`config.mk`:
```
export PLATFORM = sky130hd
export DESIGN_NAME = seg7_scan_ctrl
export DESIGN_NICKNAME = d
export VERILOG_FILES = /design/src/rtl/seg7_scan_ctrl.sv
export SDC_FILE = /design/constraint.sdc
export NUM_CORES = 1
export LEC_CHECK = 0
export CORE_MARGIN = 10
export CORE_UTILIZATION = 50
export CTS_CLUSTER_SIZE = 14
export DETAILED_ROUTE_END_ITERATION = 8
export PLACE_DENSITY = 0.77
export SKIP_LAST_GASP = 1
export SLEW_MARGIN = 20
export SYNTH_ARGS = -nofsm -noshare
export SYNTH_HDL_FRONTEND = slang
export SYNTH_SLANG_ARGS = --single-unit
```
`constraint.sdc`:
```
create_clock -name clk -period 3.6 [get_ports clk]
set_input_delay 0.54 -clock clk [delete_from_list [all_inputs] [get_ports clk]]
set_output_delay 0.54 -clock clk [all_outputs]
set_load 0.01 [all_outputs]
```
`src/rtl/seg7_scan_ctrl.sv`:
```
// Scan controller for a 4-digit common-anode 7-segment display.
// A frame posted over valid/ready is held pending and swapped in only at a frame boundary.
module seg7_scan_ctrl #(
  parameter int CLK_DIV   = 50000,
  parameter int BLANK_CYC = 500
) (
  input  logic        clk,
  input  logic        rst,
  input  logic        wr_valid,
  output logic        wr_ready,
  input  logic [15:0] wr_data,
  input  logic [3:0]  wr_dp,
  input  logic [3:0]  wr_blank,
  output logic [6:0]  seg,
  output logic        dp,
  output logic [3:0]  an,
  output logic        frame_done
);

  localparam int CNT_W = $clog2(CLK_DIV);
  localparam logic [CNT_W-1:0] CNT_MAX  = CNT_W'(CLK_DIV - 1);
  localparam logic [CNT_W-1:0] BLANK_LD = CNT_W'(BLANK_CYC);

  logic [CNT_W-1:0] cnt_q, cnt_d;
  logic [CNT_W-1:0] blank_cnt_q, blank_cnt_d;
  logic [1:0]       idx_q, idx_d;
  logic [15:0]      act_data_q, act_data_d;
  logic [3:0]       act_dp_q, act_dp_d;
  logic [3:0]       act_blank_q, act_blank_d;
  logic [15:0]      pend_data_q, pend_data_d;
  logic [3:0]       pend_dp_q, pend_dp_d;
  logic [3:0]       pend_blank_q, pend_blank_d;
  logic             pending_q, pending_d;
  logic [3:0]       an_q, an_d;
  logic [6:0]       seg_q, seg_d;
  logic             dp_q, dp_d;
  logic             frame_done_q, frame_done_d;

  logic       tick;
  logic       boundary;
  logic       xfer;
  logic [3:0] nibble;
  logic [3:0] digit_sel;

  function automatic logic [6:0] hex7(input logic [3:0] n);
    case (n)
      4'h0: hex7 = 7'b0000001;
      4'h1: hex7 = 7'b1001111;
      4'h2: hex7 = 7'b0010010;
      4'h3: hex7 = 7'b0000110;
      4'h4: hex7 = 7'b1001100;
      4'h5: hex7 = 7'b0100100;
      4'h6: hex7 = 7'b0100000;
      4'h7: hex7 = 7'b0001111;
      4'h8: hex7 = 7'b0000000;
      4'h9: hex7 = 7'b0000100;
      4'hA: hex7 = 7'b0001000;
      4'hB: hex7 = 7'b1100000;
      4'hC: hex7 = 7'b0110001;
      4'hD: hex7 = 7'b1000010;
      4'hE: hex7 = 7'b0110000;
      default: hex7 = 7'b0111000;
    endcase
  endfunction

  // One-hot digit select; the anode pattern is its inverse, so it can never have two lows.
  for (genvar gi = 0; gi < 4; gi++) begin : g_sel
    assign digit_sel[gi] = (idx_q == 2'(gi));
  end

  assign tick     = (cnt_q == CNT_MAX);
  assign boundary = tick && (idx_q == 2'd3);
  assign xfer     = wr_valid && !pending_q;
  assign nibble   = act_data_q[{idx_q, 2'b00} +: 4];

  always_comb begin
    cnt_d        = cnt_q + 1'b1;
    idx_d        = idx_q;
    blank_cnt_d  = blank_cnt_q;
    act_data_d   = act_data_q;
    act_dp_d     = act_dp_q;
    act_blank_d  = act_blank_q;
    pend_data_d  = pend_data_q;
    pend_dp_d    = pend_dp_q;
    pend_blank_d = pend_blank_q;
    pending_d    = pending_q;
    frame_done_d = boundary;

    if (tick) begin
      cnt_d       = '0;
      idx_d       = idx_q + 2'd1;
      blank_cnt_d = BLANK_LD;
    end else if (blank_cnt_q != '0) begin
      blank_cnt_d = blank_cnt_q - 1'b1;
    end

    // Commit uses the pending flag from before this edge, so a same-cycle write waits a frame.
    if (boundary && pending_q) begin
      act_data_d  = pend_data_q;
      act_dp_d    = pend_dp_q;
      act_blank_d = pend_blank_q;
      pending_d   = 1'b0;
    end

    if (xfer) begin
      pend_data_d  = wr_data;
      pend_dp_d    = wr_dp;
      pend_blank_d = wr_blank;
      pending_d    = 1'b1;
    end
  end

  always_comb begin
    an_d  = 4'b1111;
    seg_d = 7'b1111111;
    dp_d  = 1'b1;
    if (!tick && blank_cnt_q == '0 && !act_blank_q[idx_q]) begin
      an_d  = ~digit_sel;
      seg_d = hex7(nibble);
      dp_d  = ~act_dp_q[idx_q];
    end
  end

  always_ff @(posedge clk) begin
    if (rst) begin
      cnt_q        <= '0;
      idx_q        <= 2'd0;
      blank_cnt_q  <= '0;
      act_data_q   <= 16'h0000;
      act_dp_q     <= 4'b0000;
      act_blank_q  <= 4'b1111;
      pend_data_q  <= 16'h0000;
      pend_dp_q    <= 4'b0000;
      pend_blank_q <= 4'b0000;
      pending_q    <= 1'b0;
      an_q         <= 4'b1111;
      seg_q        <= 7'b1111111;
      dp_q         <= 1'b1;
      frame_done_q <= 1'b0;
    end else begin
      cnt_q        <= cnt_d;
      idx_q        <= idx_d;
      blank_cnt_q  <= blank_cnt_d;
      act_data_q   <= act_data_d;
      act_dp_q     <= act_dp_d;
      act_blank_q  <= act_blank_d;
      pend_data_q  <= pend_data_d;
      pend_dp_q    <= pend_dp_d;
      pend_blank_q <= pend_blank_d;
      pending_q    <= pending_d;
      an_q         <= an_d;
      seg_q        <= seg_d;
      dp_q         <= dp_d;
      frame_done_q <= frame_done_d;
    end
  end

  assign wr_ready   = !pending_q;
  assign an         = an_q;
  assign seg        = seg_q;
  assign dp         = dp_q;
  assign frame_done = frame_done_q;

endmodule

```
**After elaboration in Yosys (flattened, before gate mapping)**

Memories as Yosys holds them, arrays and structs flattened. A register that Yosys moved wholly into a read port is not among the register bits.
Index checks and enable logic that the tools add are counted.
W data, S select, Z words.

- Flip-flop bits (word level): 89
- Bits in latches: 0
- Bits in writable memories: 0
- Bits in read-only memories: 112
- Bits of input ports: 27
- Output and inout bits: 14
- Logic and storage cells: 50
- Memories kept: 1

- Add/sub/neg operators: 3
- $mul: 0
- Divide/modulo/power cells: 0
- Magnitude comparators: 1
- Equal/unequal tests: 4
- Shifts and indexed selects: 1
- Mux-type cells: 8
- Bitwise operators: 3
- Reductions and logical operators: 15

Memories:

| memory | words | width | read ports | clocked after Yosys merged registers in | write ports | line | text |
|---|---|---|---|---|---|---|---|
| (no name shown) | 16 | 7 | 1 | 1 | 0 | 46 | `case (n)` |

Operator list:

| operator | count |
|---|---|
| $mux W9 | 2 |
| $add A16 B1 Y16 const B | 1 |
| $eq A16 B16 Y1 const B | 1 |
| $logic_not A16 Y1 | 1 |
| $reduce_bool A16 Y1 | 1 |
| $shiftx A16 B5 Y4 | 1 |
| $sub A16 B1 Y16 const B | 1 |
| $logic_and A1 B1 Y1 | 5 |
| $bmux W1 S2 | 2 |
| $eq A2 B2 Y1 const B | 2 |
| $mux W1 | 4 |
| $not A4 Y4 | 1 |
| $reduce_bool A2 Y1 | 2 |
| $reduce_or A2 Y1 | 2 |
| $logic_not A1 Y1 | 3 |
| $lt A2 B3 Y1 const B | 1 |
| $add A2 B1 Y2 const B | 1 |
| $eq A2 B1 Y1 const B | 1 |
| $logic_not A2 Y1 | 1 |
| $not A1 Y1 | 2 |

**Depth between registers and ports, before layout**

Gate-level depths: netlist (run 1).

- Depth in word-level cells: 6
- Depth in mapped cells: 8
- Gate-level depth less buffers: 6

**Least setup slack after synthesis (run 1)**

Ideal clock, no wire load.

- Path kind: reg2reg
- Start point: register blank_cnt_q[8]
- End point: register seg_q[0], in the netlist seg[0]
- Library setup time: 0.133 ns
- Data arrival time: 2.105 ns
- Data required time: 3.467 ns
- Setup slack: 1.362 ns
- Cell stages (with the launch flop): 8
- Buffers on the path: 3
- Clock period less this slack: 2.238 ns
- Cell sequence: dfxtp_1 -> or4_1 -> buf_2 -> or4b_4 -> buf_6 -> nor3_4 -> buf_6 -> o221ai_1

- Word-level cells in the longest chain between the ends: 5

RTL lines:

| what | line | text |
|---|---|---|
| start, declared | 25 | `logic [CNT_W-1:0] blank_cnt_q, blank_cnt_d;` |
| start signal, assigned | 143 | `blank_cnt_q <= blank_cnt_d;` |
| $logic_not A16 Y1 | 117 | `if (!tick && blank_cnt_q == '0 && !act_blank_q[idx_q]) begin` |
| $logic_and A1 B1 Y1 (2 in a row) | 117 |  |
| $not A1 Y1 (no source line) | -- |  |
| $reduce_or A2 Y1 (no source line) | -- |  |
| end, declared | 35 | `logic [6:0] seg_q, seg_d;` |

Every way passes these cells.
A chain may end at the register's enable or synchronous reset.

**Final worst setup path (run 1)**

- Start point: register cnt_q[12]
- End point: register act_data_q[1]

- Word-level cells in the longest chain between the ends: 3

RTL lines:

| what | line | text |
|---|---|---|
| start, declared | 24 | `logic [CNT_W-1:0] cnt_q, cnt_d;` |
| start signal, assigned | 141 | `cnt_q <= cnt_d;` |
| $eq A16 B16 Y1 | 71 | `assign tick = (cnt_q == CNT_MAX);` |
| $logic_and A1 B1 Y1 | 72 | `assign boundary = tick && (idx_q == 2'd3);` |
| $logic_and A1 B1 Y1 | 98 | `if (boundary && pending_q) begin` |
| end signal, assigned | 144 | `act_data_q <= act_data_d;` |
| end, declared | 27 | `logic [15:0] act_data_q, act_data_d;` |

Every way passes these cells.

==> results_dict.tcl, run 1 <==
set metrics [dict create \
    syn_area_um2 4175 \
    clock_skew_ns 0.01191 \
    ctsHoldBuffers 0 \
    crit_required_ns 3.82 \
    tritoncts "yes" \
    grt_pass1_wl_um 15460 \
    rows 33 \
    dr_total_vias 3382 \
    final_cell_mix "dfxtp_1 (96), nand2_1 (67), a21oi_1 (58)" \
    h-tree-depth 3 \
    status "finished, final reports clean" \
    ys.flop_type "dfxtp_1" \
    wire_per_inst_um 14.48 \
    cts_setup_buffers 0 \
    fin_nets 534 \
    place.gp.congestion 0.8007 \
    worstReg2RegEnd "act_data_q[1]" \
    fmax_ghz 0.3825 \
    antenna_found_initial 0 \
    critPathMostFrequentCell "or4_1" \
    firstDrtPassIters 4 \
    fillers 719 \
    r2r_slack_ns 0.99 \
    drv_cap 0 \
    fin_util 0.5903 \
    die_w_um 111.4 \
    clockBufferDepth 2 \
    drt-vias-per-instance 5.590 \
    cts_resized 0 \
    first_iter_violations 178 \
    io_pins 41 \
    slew_headroom 0.3911 \
    antennaDiodeCount 0 \
    min_to "pend_data_q[2]" \
    cp_slowest_cell "or4_1" \
    pwr_density_cell_nw_per_um2 552.5 \
    cts.clk_slew.worst_paths_ns 0.10 \
    ant_nets 0 \
    dieArea_um2 12410 \
    worstPathCellList "or4_1, or4_1, o21ai_0, a21oi_1" \
    ys_types 47 \
    rsz0062_at_grt "no" \
    cts_root_buffer "clkbuf_8" \
    setup_violations 0 \
    avgSynthCellArea_um2 8.827 \
    hpwl_um 5965 \
    grt_max_degree 55 \
    arrival_ns 2.84 \
    slowest_delay_ns 1.00 \
    tns_ns 0 \
    min_path_type "register to register" \
    min_from "pend_data_q[2]" \
    period_share 0.7261 \
    yosysSeqAreaShare 0.4603 \
    start_kind "register" \
    worst_pin_slew_ns 0.9134 \
    ys_ff_latch 96 \
    grt_overflow 0 \
    die_h_um 111.4 \
    drv_slew 0 \
    r2r_start "cnt_q[12]" \
    synth_edf_count 0 \
    reg2regPathDepth 4 \
    drc 0 \
    hold_violations 0 \
    synth_fp_nets 512 \
    grt_pass1_vias 3429 \
    grt_util_all_layers 0.1411 \
    min_path_cells 2 \
    port_buffers 40 \
    worstSetupEndpointType "register" \
    initial_core_util 0.5107 \
    synth_warnings 0 \
    crit_fanout 31 \
    drive_above_1_share 0.07200 \
    async_flop_share 0 \
    clk_latency_ns 0.36 \
    cts_inserted_buffers 9 \
    mostFrequentLayoutCell "dfxtp_1" \
    dpl_cell_area_um2 4607 \
    leakage_nw 1.754 \
    fin_area_um2 4826 \
    peakVddDrop_mv 0.2538 \
    crit_type "register to register" \
    synthToLayoutAreaGrowth_pct 15.58 \
    syn_inst 473 \
    coreArea_um2 8175 \
    min_period_ns 2.614 \
    numClockSinks 96 \
    routed_wl_um 8761 \
]
worst max-delay path, delay by kind of cell, from the launching register on:
kind,cells,cell delay [ns]
AND/OR/NAND/NOR,2,1.63
AO/OA/AOI/OAI,2,0.48
flip-flops,1,0.36
stage by stage:
stage / worst slack [ns] / hold WS, ns / power [mW] / std cells
finish: 0.9859 / 0.4619 / 2.666 / 605
global route: 0.7976 / 0.4855 / 2.827 / 605
CTS: 0.9862 / 0.4610 / 2.673 / 605
detailed placement: 1.007 / 0.4475 / 1.914 / 589
global placement: 1.069 / 0.4422 / 1.872 / 589
floorplan: 1.362 / 0.4262 / 1.777 / 473
cell families after synthesis:
logic type,Yosys count,synth area share
compound gates,111,0.1531
xor+xnor,18,0.03776
fa+ha+maj,12,0.03596
buf+inv,41,0.04135
flops,96,0.4603
mux,17,0.05634
simple gates,178,0.2152
Yosys cell counts (5+ instances only):
master | instances | share of area
nor2_1 | 23 | 0.021
mux4_2 | 5 | 0.027
xor2_1 | 14 | 0.029
or3_1 | 7 | 0.010
o21ai_0 | 27 | 0.032
o31ai_1 | 7 | 0.013
dfxtp_1 | 96 | 0.46
or4_1 | 12 | 0.022
clkbuf_1 | 27 | 0.024
a21oi_1 | 58 | 0.070
ha_1 | 12 | 0.036
nand3_1 | 36 | 0.043
inv_1 | 8 | 0.0072
nand2_1 | 67 | 0.060
mux2i_1 | 10 | 0.024
layer usage:
layer,wire [µm],track usage,up-vias,share of wire
met5,0,0,-,0
met3,389,0.03382,11,0.044
li1,-,-,1732,-
met1,4240,0.1815,1574,0.48
met4,120,0.05141,0,0.014
met2,4011,0.2247,65,0.46
flip-flops by register name, indices dropped and copies added, names as in the netlist:
| signal | count |
|---|---|
| pend_dp_q | 4 |
| dp | 1 |
| pending_q | 1 |
| blank_cnt_q | 16 |
| act_blank_q | 4 |
| cnt_q | 16 |
| seg | 7 |
| frame_done | 1 |
| act_dp_q | 4 |
| idx_q | 2 |
| pend_blank_q | 4 |
| an | 4 |
| act_data_q | 16 |
| pend_data_q | 16 |
worst max path at each step:
stage	from	to	slack, ns	cells past startpoint
final	cnt_q[12]	act_data_q[1]	0.99	4
after global routing	blank_cnt_q[8]	seg[4]	0.80	4
after CTS	cnt_q[12]	act_data_q[1]	0.99	4
after detailed placement	blank_cnt_q[8]	seg[2]	1.01	4
after global placement	blank_cnt_q[8]	seg[4]	1.07	4
after floorplan	blank_cnt_q[8]	seg[0]	1.36	7
where the power goes:
group	total, mW	internal [mW]	leakage [nW]	switching, mW
logic	0.642	0.280	0.864	0.363
registers	1.26	1.16	0.781	0.0966
clock network	0.769	0.393	0.110	0.376
total	2.67	1.83	1.75	0.836
cell type report:
type / instances / area, µm² / area share
clock buffers: 9 / 123.9 / 0.02567
well taps: 105 / 131.4 / 0.02722
multi-input cells: 336 / 2098 / 0.4348
clock inverters: 7 / 95.09 / 0.01970
flip-flops and latches: 96 / 1922 / 0.3982
repair buffers: 44 / 425.4 / 0.08815
inverters: 8 / 30.03 / 0.006222
No activity file was read; power rests on OpenSTA's default activity.
==> run 2, diff against run 1 <==
Settings changed: PLACE_DENSITY 0.77 to 0.8.
Clock period 3.6 ns to 2.1 ns, I/O delays scaled along.
==> run 2 against run 1 <==
- register-to-register slack got worse by 0.97 ns
- critical path type unchanged
- total power grew 84%
- critical path depth is 1 higher
- largest cell class unchanged
- clock power rose by 65%
- cell area increased by 6.4%
==> results_dict.tcl, run 2 (synthesis gave the netlist of run 1 again) <==
set metrics [dict create \
    drv_cap 0 \
    grt_util_all_layers 0.1418 \
    final_cell_mix "dfxtp_1 (92), nand2_1 (66), a21oi_1 (57)" \
    fmax_ghz 0.4807 \
    p_comb_frac 0.309 \
    die_h_um 111.4 \
    pwr_density_cell_nw_per_um2 955.8 \
    p_sw_mw 1.582 \
    crit_fanout 12 \
    first_iter_violations 249 \
    slew_headroom 0.6326 \
    min_path_type "input pin to register" \
    dr_total_vias 3547 \
    cts.clk_slew.worst_paths_ns 0.10 \
    tns_ns 0 \
    hpwl_um 6322 \
    period_share 0.9907 \
    crit_start "blank_cnt_q[15]" \
    wire_per_inst_um 14.26 \
    cts_root_buffer "clkbuf_8" \
    setup_violations 0 \
    place.gp.congestion 0.8177 \
    leakage_nw 1.915 \
    rsz0062_at_grt "yes" \
    grt_pass1_vias 3347 \
    antennaDiodeCount 0 \
    antenna_found_initial 0 \
    drive_above_1_share 0.1528 \
    crit_required_ns 2.33 \
    initial_core_util 0.5107 \
    start_kind "register" \
    synthToLayoutAreaGrowth_pct 22.98 \
    switching_share 0.3224 \
    min_period_ns 2.080 \
    fin_area_um2 5135 \
    rows 33 \
    drv_slew 0 \
    fillers 684 \
    dpl_cell_area_um2 4883 \
    clockBufferDepth 2 \
    ctsHoldBuffers 0 \
    grt_overflow 0 \
    r2r_start "blank_cnt_q[15]" \
    numClockSinks 96 \
    seqPwrFrac 0.433 \
    fin_nets 564 \
    mostFrequentLayoutCell "dfxtp_1" \
    drc 0 \
    routed_wl_um 9055 \
    clock_skew_ns 0.01471 \
    clk_latency_ns 0.37 \
    h-tree-depth 3 \
    tritoncts "yes" \
    hold_violations 0 \
    status "finished, final reports clean" \
    port_buffers 40 \
    grt_max_degree 55 \
    dieArea_um2 12410 \
    arrival_ns 2.31 \
    p_int_mw 3.326 \
    grt_pass1_wl_um 15330 \
    cts_inserted_buffers 9 \
    worstSetupEndpointType "register" \
    die_w_um 111.4 \
    coreArea_um2 8175 \
    ant_nets 0 \
    worst_pin_slew_ns 0.5511 \
    firstDrtPassIters 5 \
    io_pins 41 \
    min_from "rst" \
    drt-vias-per-instance 5.586 \
    crit_type "register to register" \
    clock_power_share 0.258 \
    peakVddDrop_mv 0.6626 \
]
run 2: routing by layer:
layer,GRT usage,part of all wire,routed length (µm)
met5,0,0,0
met4,0.05913,0.019,169
met3,0.03113,0.054,487
met2,0.2235,0.46,4135
met1,0.1832,0.47,4262
run 2: final cells by class:
type | count | area [µm²] | share of cell area
inverters | 8 | 30.03 | 0.005848
clock inverters | 7 | 83.83 | 0.01633
multi-input cells | 336 | 2143 | 0.4174
well taps | 105 | 131.4 | 0.02558
flip-flops and latches | 96 | 1927 | 0.3752
clock buffers | 9 | 123.9 | 0.02412
repair buffers | 74 | 695.7 | 0.1355
run 2: worst paths after layout:
| path | endpoint | slack (ns) | cells past startpoint |
|---|---|---|---|
| max | seg[4] | 0.02 | 5 |
| min | act_blank_q[2] | 0.29 | 3 |
| max reg2reg | seg[4] | 0.02 | 5 |
| min reg2reg | pend_data_q[6] | 0.46 | 2 |
run 2: critical path, stage by stage, from the launching register on:
cell and delay [ns]:
dfxtp_1 0.33, or4_4 0.54, or4b_4 0.59, nor3_4 0.21, buf_12 0.17, o311ai_0 0.11
run 2: stage by stage:
stage / hold WS, ns / std cells / setup slack, ns / utilization / total power [mW]
2_1_floorplan: 0.4262 / 473 / -0.02243 / - / 3.081
3_3_place_gp: 0.4385 / 619 / 0.03283 / 0.5973 / 3.449
3_5_place_dp: 0.4463 / 619 / 0.02945 / 0.5973 / 3.542
4_1_cts: 0.2950 / 635 / 0.0005975 / 0.6227 / 4.797
5_1_grt: 0.3114 / 635 / -0.03886 / 0.6281 / 5.193
6_report: 0.2892 / 635 / 0.01953 / 0.6281 / 4.908
run 2: power by group through the flow:
stage	Combinational, mW	Sequential (mW)	Clock, mW
2_1_floorplan	0.935	2.15	0
3_3_place_gp	1.31	2.14	0
3_5_place_dp	1.39	2.15	0
4_1_cts	1.40	2.11	1.29
5_1_grt	1.69	2.15	1.35
6_report	1.51	2.13	1.27
run 2: repair_timing:
action | in CTS | in global routing
setup endpoints to repair | 0 | 40
endpoints found under the hold margin | 0 | 0
buffers inserted | 0 | 0
resized for setup | 0 | 20
